`config.mk`:
```
export PLATFORM = sky130hd
export DESIGN_NAME = axil_mstr_replayer_flat
export DESIGN_NICKNAME = d
export VERILOG_FILES = /design/src/rtl/axil_mstr_replayer_if.sv /design/src/rtl/axil_mstr_replayer.sv /design/src/flat_wrapper.sv
export SDC_FILE = /design/constraint.sdc
export NUM_CORES = 2
export LEC_CHECK = 0
export ABC_AREA = 1
export CAP_MARGIN = 20
export CELL_PAD_IN_SITES_DETAIL_PLACEMENT = 1
export CELL_PAD_IN_SITES_GLOBAL_PLACEMENT = 1
export CORE_MARGIN = 2
export CORE_UTILIZATION = 30
export DETAILED_ROUTE_END_ITERATION = 6
export GPL_TIMING_DRIVEN = 0
export PLACE_DENSITY_LB_ADDON = 0.1
export SLEW_MARGIN = 20
export SYNTH_ARGS = -nofsm -noshare
export SYNTH_HDL_FRONTEND = slang
export SYNTH_SLANG_ARGS = --single-unit
```
`constraint.sdc`:
```
create_clock -name clk -period 15.6 [get_ports clk]
set_input_delay 1.56 -clock clk [delete_from_list [all_inputs] [get_ports clk]]
set_output_delay 1.56 -clock clk [all_outputs]
set_load 0.02 [all_outputs]
```
`src/rtl/axil_mstr_replayer_if.sv`:
```
// AXI-Lite bus bundle between the replayer (master) and the CL (slave).
interface axil_mstr_replayer_if;
  logic [31:0] awaddr;
  logic        awvalid;
  logic        awready;
  logic [31:0] wdata;
  logic [3:0]  wstrb;
  logic        wvalid;
  logic        wready;
  logic [31:0] araddr;
  logic        arvalid;
  logic        arready;
  logic [1:0]  bresp;
  logic        bvalid;
  logic        bready;
  logic [31:0] rdata;
  logic [1:0]  rresp;
  logic        rvalid;
  logic        rready;

  modport master (
    output awaddr, awvalid, wdata, wstrb, wvalid, araddr, arvalid, bready, rready,
    input  awready, wready, arready, bresp, bvalid, rdata, rresp, rvalid
  );

  modport slave (
    input  awaddr, awvalid, wdata, wstrb, wvalid, araddr, arvalid, bready, rready,
    output awready, wready, arready, bresp, bvalid, rdata, rresp, rvalid
  );
endinterface

```
`src/rtl/axil_mstr_replayer.sv`:
```
// AXI-Lite master replayer: buffers recorded AW/W/AR payloads per channel and
// re-issues them in order, sinking and counting B/R responses.

// Per-channel buffer. The head entry is read straight out of the register
// array at the registered read pointer, so it is stable while not popped.
// Pointers carry one extra wrap bit so full and empty are distinguishable.
module axil_mstr_replayer_fifo #(
  parameter int WIDTH = 32,
  parameter int DEPTH = 32
) (
  input  logic                     clk,
  input  logic                     rst,
  input  logic                     push,
  input  logic                     pop,
  input  logic [WIDTH-1:0]         din,
  output logic [WIDTH-1:0]         head,
  output logic [$clog2(DEPTH):0]   count
);
  localparam int AW = $clog2(DEPTH);

  logic [WIDTH-1:0] mem [DEPTH];
  logic [AW:0]      wr_ptr_q, wr_ptr_d;
  logic [AW:0]      rd_ptr_q, rd_ptr_d;

  // Pointer advance on push/pop.
  always_comb begin
    wr_ptr_d = wr_ptr_q + {{AW{1'b0}}, push};
    rd_ptr_d = rd_ptr_q + {{AW{1'b0}}, pop};
  end

  // Pointer registers; reset empties the buffer.
  always_ff @(posedge clk or posedge rst) begin
    if (rst) begin
      wr_ptr_q <= '0;
      rd_ptr_q <= '0;
    end else begin
      wr_ptr_q <= wr_ptr_d;
      rd_ptr_q <= rd_ptr_d;
    end
  end

  // Storage write; contents need no reset since the pointers gate them.
  always_ff @(posedge clk) begin
    if (push) mem[wr_ptr_q[AW-1:0]] <= din;
  end

  assign head  = mem[rd_ptr_q[AW-1:0]];
  assign count = wr_ptr_q - rd_ptr_q;
endmodule

module axil_mstr_replayer #(
  parameter int FIFO_DEPTH      = 32,
  parameter int MAX_OUTSTANDING = 8
) (
  input  logic        clk,
  input  logic        async_rst,
  input  logic        rep_valid,
  output logic        rep_ready,
  input  logic        rep_hdr_aw,
  input  logic        rep_hdr_w,
  input  logic        rep_hdr_ar,
  input  logic [31:0] rep_awaddr,
  input  logic [31:0] rep_wdata,
  input  logic [3:0]  rep_wstrb,
  input  logic [31:0] rep_araddr,
  axil_mstr_replayer_if.master m_axil,
  output logic [7:0]  wr_outstanding,
  output logic [7:0]  rd_outstanding,
  output logic        resp_err,
  output logic        idle
);
  localparam int            CW      = $clog2(FIFO_DEPTH) + 1;
  localparam logic [CW-1:0] FULL    = CW'(FIFO_DEPTH);
  localparam logic [7:0]    MAX_OUT = 8'(MAX_OUTSTANDING);

  logic [CW-1:0] aw_cnt, w_cnt, ar_cnt;
  logic [CW-1:0] aw_cnt_nxt, w_cnt_nxt, ar_cnt_nxt;
  logic [31:0]   aw_head, ar_head;
  logic [35:0]   w_head;

  logic run_q, run_d;
  logic awvalid_q, awvalid_d;
  logic wvalid_q, wvalid_d;
  logic arvalid_q, arvalid_d;
  logic [7:0] wr_out_q, wr_out_d;
  logic [7:0] rd_out_q, rd_out_d;
  logic resp_err_q, resp_err_d;

  logic accept, aw_push, w_push, ar_push;
  logic aw_hs, w_hs, ar_hs, b_hs, r_hs;

  // Acceptance depends only on registered fill levels and the header, so a
  // packet is taken whole or not at all, and a pop in the same cycle as a
  // full condition does not free a slot until the following cycle.
  always_comb begin
    rep_ready = run_q
             && (!rep_hdr_aw || aw_cnt != FULL)
             && (!rep_hdr_w  || w_cnt  != FULL)
             && (!rep_hdr_ar || ar_cnt != FULL);
    accept  = rep_valid && rep_ready;
    aw_push = accept && rep_hdr_aw;
    w_push  = accept && rep_hdr_w;
    ar_push = accept && rep_hdr_ar;
    aw_hs   = awvalid_q && m_axil.awready;
    w_hs    = wvalid_q  && m_axil.wready;
    ar_hs   = arvalid_q && m_axil.arready;
    b_hs    = m_axil.bvalid && run_q;
    r_hs    = m_axil.rvalid && run_q;
  end

  axil_mstr_replayer_fifo #(.WIDTH(32), .DEPTH(FIFO_DEPTH)) u_aw_fifo (
    .clk(clk), .rst(async_rst), .push(aw_push), .pop(aw_hs),
    .din(rep_awaddr), .head(aw_head), .count(aw_cnt)
  );

  axil_mstr_replayer_fifo #(.WIDTH(36), .DEPTH(FIFO_DEPTH)) u_w_fifo (
    .clk(clk), .rst(async_rst), .push(w_push), .pop(w_hs),
    .din({rep_wstrb, rep_wdata}), .head(w_head), .count(w_cnt)
  );

  axil_mstr_replayer_fifo #(.WIDTH(32), .DEPTH(FIFO_DEPTH)) u_ar_fifo (
    .clk(clk), .rst(async_rst), .push(ar_push), .pop(ar_hs),
    .din(rep_araddr), .head(ar_head), .count(ar_cnt)
  );

  // Next-state: outstanding accounting, sticky error, and channel valids.
  // A valid is raised when the buffer will hold an entry next cycle and, for
  // AW/AR, the next outstanding count leaves room; a raised valid is held
  // until its handshake regardless of the limit.
  always_comb begin
    run_d      = 1'b1;
    wr_out_d   = wr_out_q;
    rd_out_d   = rd_out_q;
    resp_err_d = resp_err_q;

    if (aw_hs && !b_hs) begin
      wr_out_d = wr_out_q + 8'd1;
    end else if (b_hs && !aw_hs) begin
      if (wr_out_q == 8'd0) resp_err_d = 1'b1;
      else                  wr_out_d   = wr_out_q - 8'd1;
    end

    if (ar_hs && !r_hs) begin
      rd_out_d = rd_out_q + 8'd1;
    end else if (r_hs && !ar_hs) begin
      if (rd_out_q == 8'd0) resp_err_d = 1'b1;
      else                  rd_out_d   = rd_out_q - 8'd1;
    end

    if (b_hs && m_axil.bresp != 2'b00) resp_err_d = 1'b1;
    if (r_hs && m_axil.rresp != 2'b00) resp_err_d = 1'b1;

    aw_cnt_nxt = aw_cnt + CW'(aw_push) - CW'(aw_hs);
    w_cnt_nxt  = w_cnt  + CW'(w_push)  - CW'(w_hs);
    ar_cnt_nxt = ar_cnt + CW'(ar_push) - CW'(ar_hs);

    awvalid_d = (awvalid_q && !m_axil.awready)
             || (aw_cnt_nxt != '0 && wr_out_d < MAX_OUT);
    wvalid_d  = (wvalid_q && !m_axil.wready) || (w_cnt_nxt != '0);
    arvalid_d = (arvalid_q && !m_axil.arready)
             || (ar_cnt_nxt != '0 && rd_out_d < MAX_OUT);
  end

  // State registers; reset drops everything at once.
  always_ff @(posedge clk or posedge async_rst) begin
    if (async_rst) begin
      run_q      <= 1'b0;
      awvalid_q  <= 1'b0;
      wvalid_q   <= 1'b0;
      arvalid_q  <= 1'b0;
      wr_out_q   <= 8'd0;
      rd_out_q   <= 8'd0;
      resp_err_q <= 1'b0;
    end else begin
      run_q      <= run_d;
      awvalid_q  <= awvalid_d;
      wvalid_q   <= wvalid_d;
      arvalid_q  <= arvalid_d;
      wr_out_q   <= wr_out_d;
      rd_out_q   <= rd_out_d;
      resp_err_q <= resp_err_d;
    end
  end

  assign m_axil.awvalid = awvalid_q;
  assign m_axil.awaddr  = aw_head;
  assign m_axil.wvalid  = wvalid_q;
  assign m_axil.wdata   = w_head[31:0];
  assign m_axil.wstrb   = w_head[35:32];
  assign m_axil.arvalid = arvalid_q;
  assign m_axil.araddr  = ar_head;
  assign m_axil.bready  = run_q;
  assign m_axil.rready  = run_q;

  assign wr_outstanding = wr_out_q;
  assign rd_outstanding = rd_out_q;
  assign resp_err       = resp_err_q;
  assign idle = (aw_cnt == '0) && (w_cnt == '0) && (ar_cnt == '0)
             && (wr_out_q == 8'd0) && (rd_out_q == 8'd0);
endmodule

```
`src/flat_wrapper.sv`:
```
// flat-port wrapper written by rule: the top's interface ports become plain ports
module axil_mstr_replayer_flat 
#(
  parameter int FIFO_DEPTH      = 32,
  parameter int MAX_OUTSTANDING = 8
)
  (clk, async_rst, rep_valid, rep_ready, rep_hdr_aw, rep_hdr_w, rep_hdr_ar, rep_awaddr, rep_wdata, rep_wstrb, rep_araddr, wr_outstanding, rd_outstanding, resp_err, idle, m_axil_awaddr, m_axil_awvalid, m_axil_wdata, m_axil_wstrb, m_axil_wvalid, m_axil_araddr, m_axil_arvalid, m_axil_bready, m_axil_rready, m_axil_awready, m_axil_wready, m_axil_arready, m_axil_bresp, m_axil_bvalid, m_axil_rdata, m_axil_rresp, m_axil_rvalid);
  axil_mstr_replayer_if m_axil_i ();
  input  logic clk;
  input  logic async_rst;
  input  logic rep_valid;
  output logic rep_ready;
  input  logic rep_hdr_aw;
  input  logic rep_hdr_w;
  input  logic rep_hdr_ar;
  input  logic [31:0] rep_awaddr;
  input  logic [31:0] rep_wdata;
  input  logic [3:0] rep_wstrb;
  input  logic [31:0] rep_araddr;
  output logic [7:0] wr_outstanding;
  output logic [7:0] rd_outstanding;
  output logic resp_err;
  output logic idle;
  output wire logic [$bits(m_axil_i.awaddr)-1:0] m_axil_awaddr;
  output wire logic [$bits(m_axil_i.awvalid)-1:0] m_axil_awvalid;
  output wire logic [$bits(m_axil_i.wdata)-1:0] m_axil_wdata;
  output wire logic [$bits(m_axil_i.wstrb)-1:0] m_axil_wstrb;
  output wire logic [$bits(m_axil_i.wvalid)-1:0] m_axil_wvalid;
  output wire logic [$bits(m_axil_i.araddr)-1:0] m_axil_araddr;
  output wire logic [$bits(m_axil_i.arvalid)-1:0] m_axil_arvalid;
  output wire logic [$bits(m_axil_i.bready)-1:0] m_axil_bready;
  output wire logic [$bits(m_axil_i.rready)-1:0] m_axil_rready;
  input wire logic [$bits(m_axil_i.awready)-1:0] m_axil_awready;
  input wire logic [$bits(m_axil_i.wready)-1:0] m_axil_wready;
  input wire logic [$bits(m_axil_i.arready)-1:0] m_axil_arready;
  input wire logic [$bits(m_axil_i.bresp)-1:0] m_axil_bresp;
  input wire logic [$bits(m_axil_i.bvalid)-1:0] m_axil_bvalid;
  input wire logic [$bits(m_axil_i.rdata)-1:0] m_axil_rdata;
  input wire logic [$bits(m_axil_i.rresp)-1:0] m_axil_rresp;
  input wire logic [$bits(m_axil_i.rvalid)-1:0] m_axil_rvalid;
  assign m_axil_awaddr = m_axil_i.awaddr;
  assign m_axil_awvalid = m_axil_i.awvalid;
  assign m_axil_wdata = m_axil_i.wdata;
  assign m_axil_wstrb = m_axil_i.wstrb;
  assign m_axil_wvalid = m_axil_i.wvalid;
  assign m_axil_araddr = m_axil_i.araddr;
  assign m_axil_arvalid = m_axil_i.arvalid;
  assign m_axil_bready = m_axil_i.bready;
  assign m_axil_rready = m_axil_i.rready;
  assign m_axil_i.awready = m_axil_awready;
  assign m_axil_i.wready = m_axil_wready;
  assign m_axil_i.arready = m_axil_arready;
  assign m_axil_i.bresp = m_axil_bresp;
  assign m_axil_i.bvalid = m_axil_bvalid;
  assign m_axil_i.rdata = m_axil_rdata;
  assign m_axil_i.rresp = m_axil_rresp;
  assign m_axil_i.rvalid = m_axil_rvalid;
  axil_mstr_replayer #(.FIFO_DEPTH(FIFO_DEPTH), .MAX_OUTSTANDING(MAX_OUTSTANDING)) u_core (.clk(clk), .async_rst(async_rst), .rep_valid(rep_valid), .rep_ready(rep_ready), .rep_hdr_aw(rep_hdr_aw), .rep_hdr_w(rep_hdr_w), .rep_hdr_ar(rep_hdr_ar), .rep_awaddr(rep_awaddr), .rep_wdata(rep_wdata), .rep_wstrb(rep_wstrb), .rep_araddr(rep_araddr), .m_axil(m_axil_i), .wr_outstanding(wr_outstanding), .rd_outstanding(rd_outstanding), .resp_err(resp_err), .idle(idle));
endmodule
```
==> metrics.json <==
{
  "wl_per_cell_um": 30.53,
  "yosys_warnings": 0,
  "detail_route.vias_per_cell": 5.157,
  "post-dp-hpwl_um": 375100,
  "clock_path_buffers": 4,
  "slowest_stage_cell_crit_path": "nor4_1",
  "grt_overflow_total": 0,
  "worst_ep_arrival_time_ns": 6.38,
  "slew_violations": 0,
  "boundary_pin_count": 271,
  "biggest_area_contributors_in_the_synthesized_netlist": "edfxtp_1, nor2_1, o21ai_0, nand2_1, nand3_1",
  "min_period_ns": 7.940,
  "critical-path-top-cell-by-count": "ha_1",
  "multi_input_area_um2": 29860,
  "insertion_delay_ns": 0.98,
  "cts.repair.resized": 0,
  "drt_iter0_markers": 7954,
  "dpl.cell_count": 16472,
  "numClockSinks": 3257,
  "syn_nets": 10494,
  "final_period_util_pct": 50.90,
  "end_kind": "output port",
  "area.growth.synth_to_final_pct": 20.38,
  "detailed_route_wire_length_um": 524300,
  "tritoncts_clock_tree": "done",
  "outcome": "completed",
  "setup-violations-final": 0,
  "grt_start_max_net_pins": 42,
  "clk_transition_reported_paths_ns": 0.06,
  "starting_density_of_the_core_pct": 30.09,
  "timing.critical_path.cells": "clkinv_1 > clkbuf_1 > buf_1 > ha_1 > a21oi_1 > nand2_1 > xor2_1 > ha_1 > nand3_1 > nor4_1 > and3_1 > clkdlybuf4s50_1",
  "async_reset_ff_share_pct": 1.750,
  "synth_edf_count": 3200,
  "mean_cell_area_of_the_mapped_netlist_um2": 12.71,
  "critPathMaxFanout": 10,
  "crit_path_max_incr_delay_ns": 0.87,
  "power.density_cell_area_nw_per_um2": 190.0,
  "dieWidth_um": 663.9,
  "finish.net_count": 11339,
  "crit_path_start_kind": "flip-flop",
  "grt_pass1_wl_um": 726300,
  "htree_num_levels": 5,
  "maxcap_viol_count": 0,
  "ys_seq_elements": 3257,
  "num-fill-cells": 45913,
  "drive_gt1_share_pct": 10.79,
  "total_leakage_power_uw": 0.05219,
  "post_route_non_filler_standard_cell_count": 17171,
  "clock_tree.root_cell": "clkbuf_16",
  "route.antenna.remaining_nets": 0,
  "placement.io_buffers": 238,
  "die_area_um2": 440800,
  "worst_pin_slew_ns": 1.188,
  "ys_dominant_reg_cell": "edfxtp_1",
  "final_common_cell": "edfxtp_1",
  "vias_in_the_first_global_route": 90972,
  "holdBufCountCts": 0,
  "vdd_ir_drop_max_v": 0.0001372,
  "placement_rows": 242,
  "cp_data_required_time_ns": 14.04,
  "track_usage_pct": 23.18,
  "post_cts.repair.setup_buffers": 0,
  "mostFrequentLayoutCells": "edfxtp_1, nor2_1, nand2_1, o21ai_0, nand3_1",
  "min-delay-path-class": "flip-flop to flip-flop",
  "mappedNetlistArea_um2": 130700,
  "post_synth_inst_count": 10277,
  "place_worst_setup_slack_ns": 7.762,
  "netlist.top_cell.by_area": "edfxtp_1",
  "cts-buffers-inserted": 382,
  "yosysSeqAreaShare_pct": 74.64,
  "maximum_achievable_frequency_mhz": 125.9,
  "hold-worst-slack_ns": 0.4883,
  "grt_setup_unrepaired": "no",
  "die_height_um": 663.9,
  "drt_pass1_iterations": 6,
  "placeable_core_region_um2": 434200,
  "dr_total_vias": 88552,
  "global_placer_s_final_weighted_congestion": 0.8312,
  "criticalPathCategory": "flip-flop to output port",
  "synth.lib_cells_used.distinct": 39,
  "hold_violations_final": 0,
  "timing.setup.tns_ns": 0,
  "drt_drc_violations_left": 0,
  "clock_skew_ns": 0.04723,
  "worst_slack_ns": 7.660,
  "yosys.area.top_type_share_pct": 73.54,
  "sequential_cell_area_um2": 97520,
  "timing.critical_path.max_delay_family": "buffers and inverters",
  "max_slew_margin_pct": 20.81,
  "worstPathBufferInverterCount": 4,
  "antenna_found_initial": 38
}
worst reg2reg max path: stages (launching register included):
cell and delay [ns]:
dfrtp_1 0.34, clkbuf_1 0.49, clkinv_1 0.62, buf_1 0.59, ha_1 0.49, inv_1 0.06, o21bai_1 0.16, xor2_1 0.23
inv_1 0.07, ha_1 0.29, nand2_1 0.18, o22ai_1 0.09, nor2_1 0.44, nand2_1 0.27, nor2_1 0.73, nand2_1 0.90
nor2_4 0.90, buf_12 0.28
where the power goes:
| part | total, uW | switching [uW] | internal (uW) |
|---|---|---|---|
| clock | 8690 | 3710 | 4980 |
| sequential | 9910 | 113 | 9800 |
| combinational | 11300 | 8300 | 2970 |
| total | 29900 | 12100 | 17800 |
cells in the mapped netlist (24+ instances only):
library cell,count
buf_2,230
o22ai_1,193
clkbuf_1,314
nand4_1,40
nand2_1,1291
dfrtp_1,57
nand3b_1,47
o21ai_1,189
buf_6,24
o211ai_1,261
o221ai_1,140
buf_1,58
buf_4,41
edfxtp_1,3200
xor2_1,36
ha_1,64
nor2_1,1825
nand3_1,652
inv_1,212
a21oi_1,156
o21ai_0,1200
layout make-up:
cell class | instances | area share, %
tap | 5734 | 4.561
clock inverter | 190 | 1.050
buffer | 670 | 2.023
clock buffer | 499 | 6.490
multi-input combinational | 6127 | 18.99
timing repair buffer | 461 | 4.336
inverter | 223 | 0.5354
sequential | 3257 | 62.00
antenna | 10 | 0.01591
cell families after synthesis:
group,count (synthesis),synth area share (%)
fa+ha+maj,70,0.7048
other cells,1,0.002870
mux,2,0.01532
xor+xnor,43,0.2882
compound gates,2147,9.329
flops,3257,74.64
buf+inv,893,3.071
simple gates,3864,11.95
registers in the layout, indices dropped and copies added (netlist names), 8 cells and up:
signal,count
u_core.u_aw_fifo.mem,1024
u_core.u_ar_fifo.mem,1024
u_core.u_w_fifo.mem,1152
u_core.rd_outstanding,8
u_core.wr_outstanding,8
final timing paths:
path / start / end / slack [ns] / depth (start not counted)
worst max-delay path: u_core.u_aw_fifo.rd_ptr_q[3]$_DFF_PP0_ / idle / 7.66 / 12
worst min-delay path: u_core.u_aw_fifo.rd_ptr_q[5]$_DFF_PP0_ / u_core.u_aw_fifo.rd_ptr_q[5]$_DFF_PP0_ / 0.49 / 1
worst max register to register: u_core.u_aw_fifo.rd_ptr_q[4]$_DFF_PP0_ / u_core.u_aw_fifo.mem[0][20]$_DFFE_PP_ / 8.11 / 17
worst min register to register: u_core.u_aw_fifo.rd_ptr_q[5]$_DFF_PP0_ / u_core.u_aw_fifo.rd_ptr_q[5]$_DFF_PP0_ / 0.49 / 1
max in group asynchronous: async_rst / u_core.u_aw_fifo.rd_ptr_q[0]$_DFF_PP0_ / 14.02 / 3
min in group asynchronous: async_rst / u_core.wr_outstanding[7]$_DFF_PP0_ / 0.92 / 2
through the flow:
stage               power (uW)  cell area, um^2  utilization (%)
floorplan                15780           130700                -
CTS                      30200           157300            36.22
detailed placement       21470           145400            33.49
finish                   29880           157300            36.22
global placement         21240           140200            32.29
global route             31240           157300            36.22
metal layers:
layer	up-vias	GRT usage, %	wire, um
met5	-	0	23
met1	46439	31.60	231700
met4	4	7.304	18350
li1	39173	-	-
met3	626	2.124	21650
met2	2310	39.05	252600
Note: power is estimated with default switching activity, not from simulation.
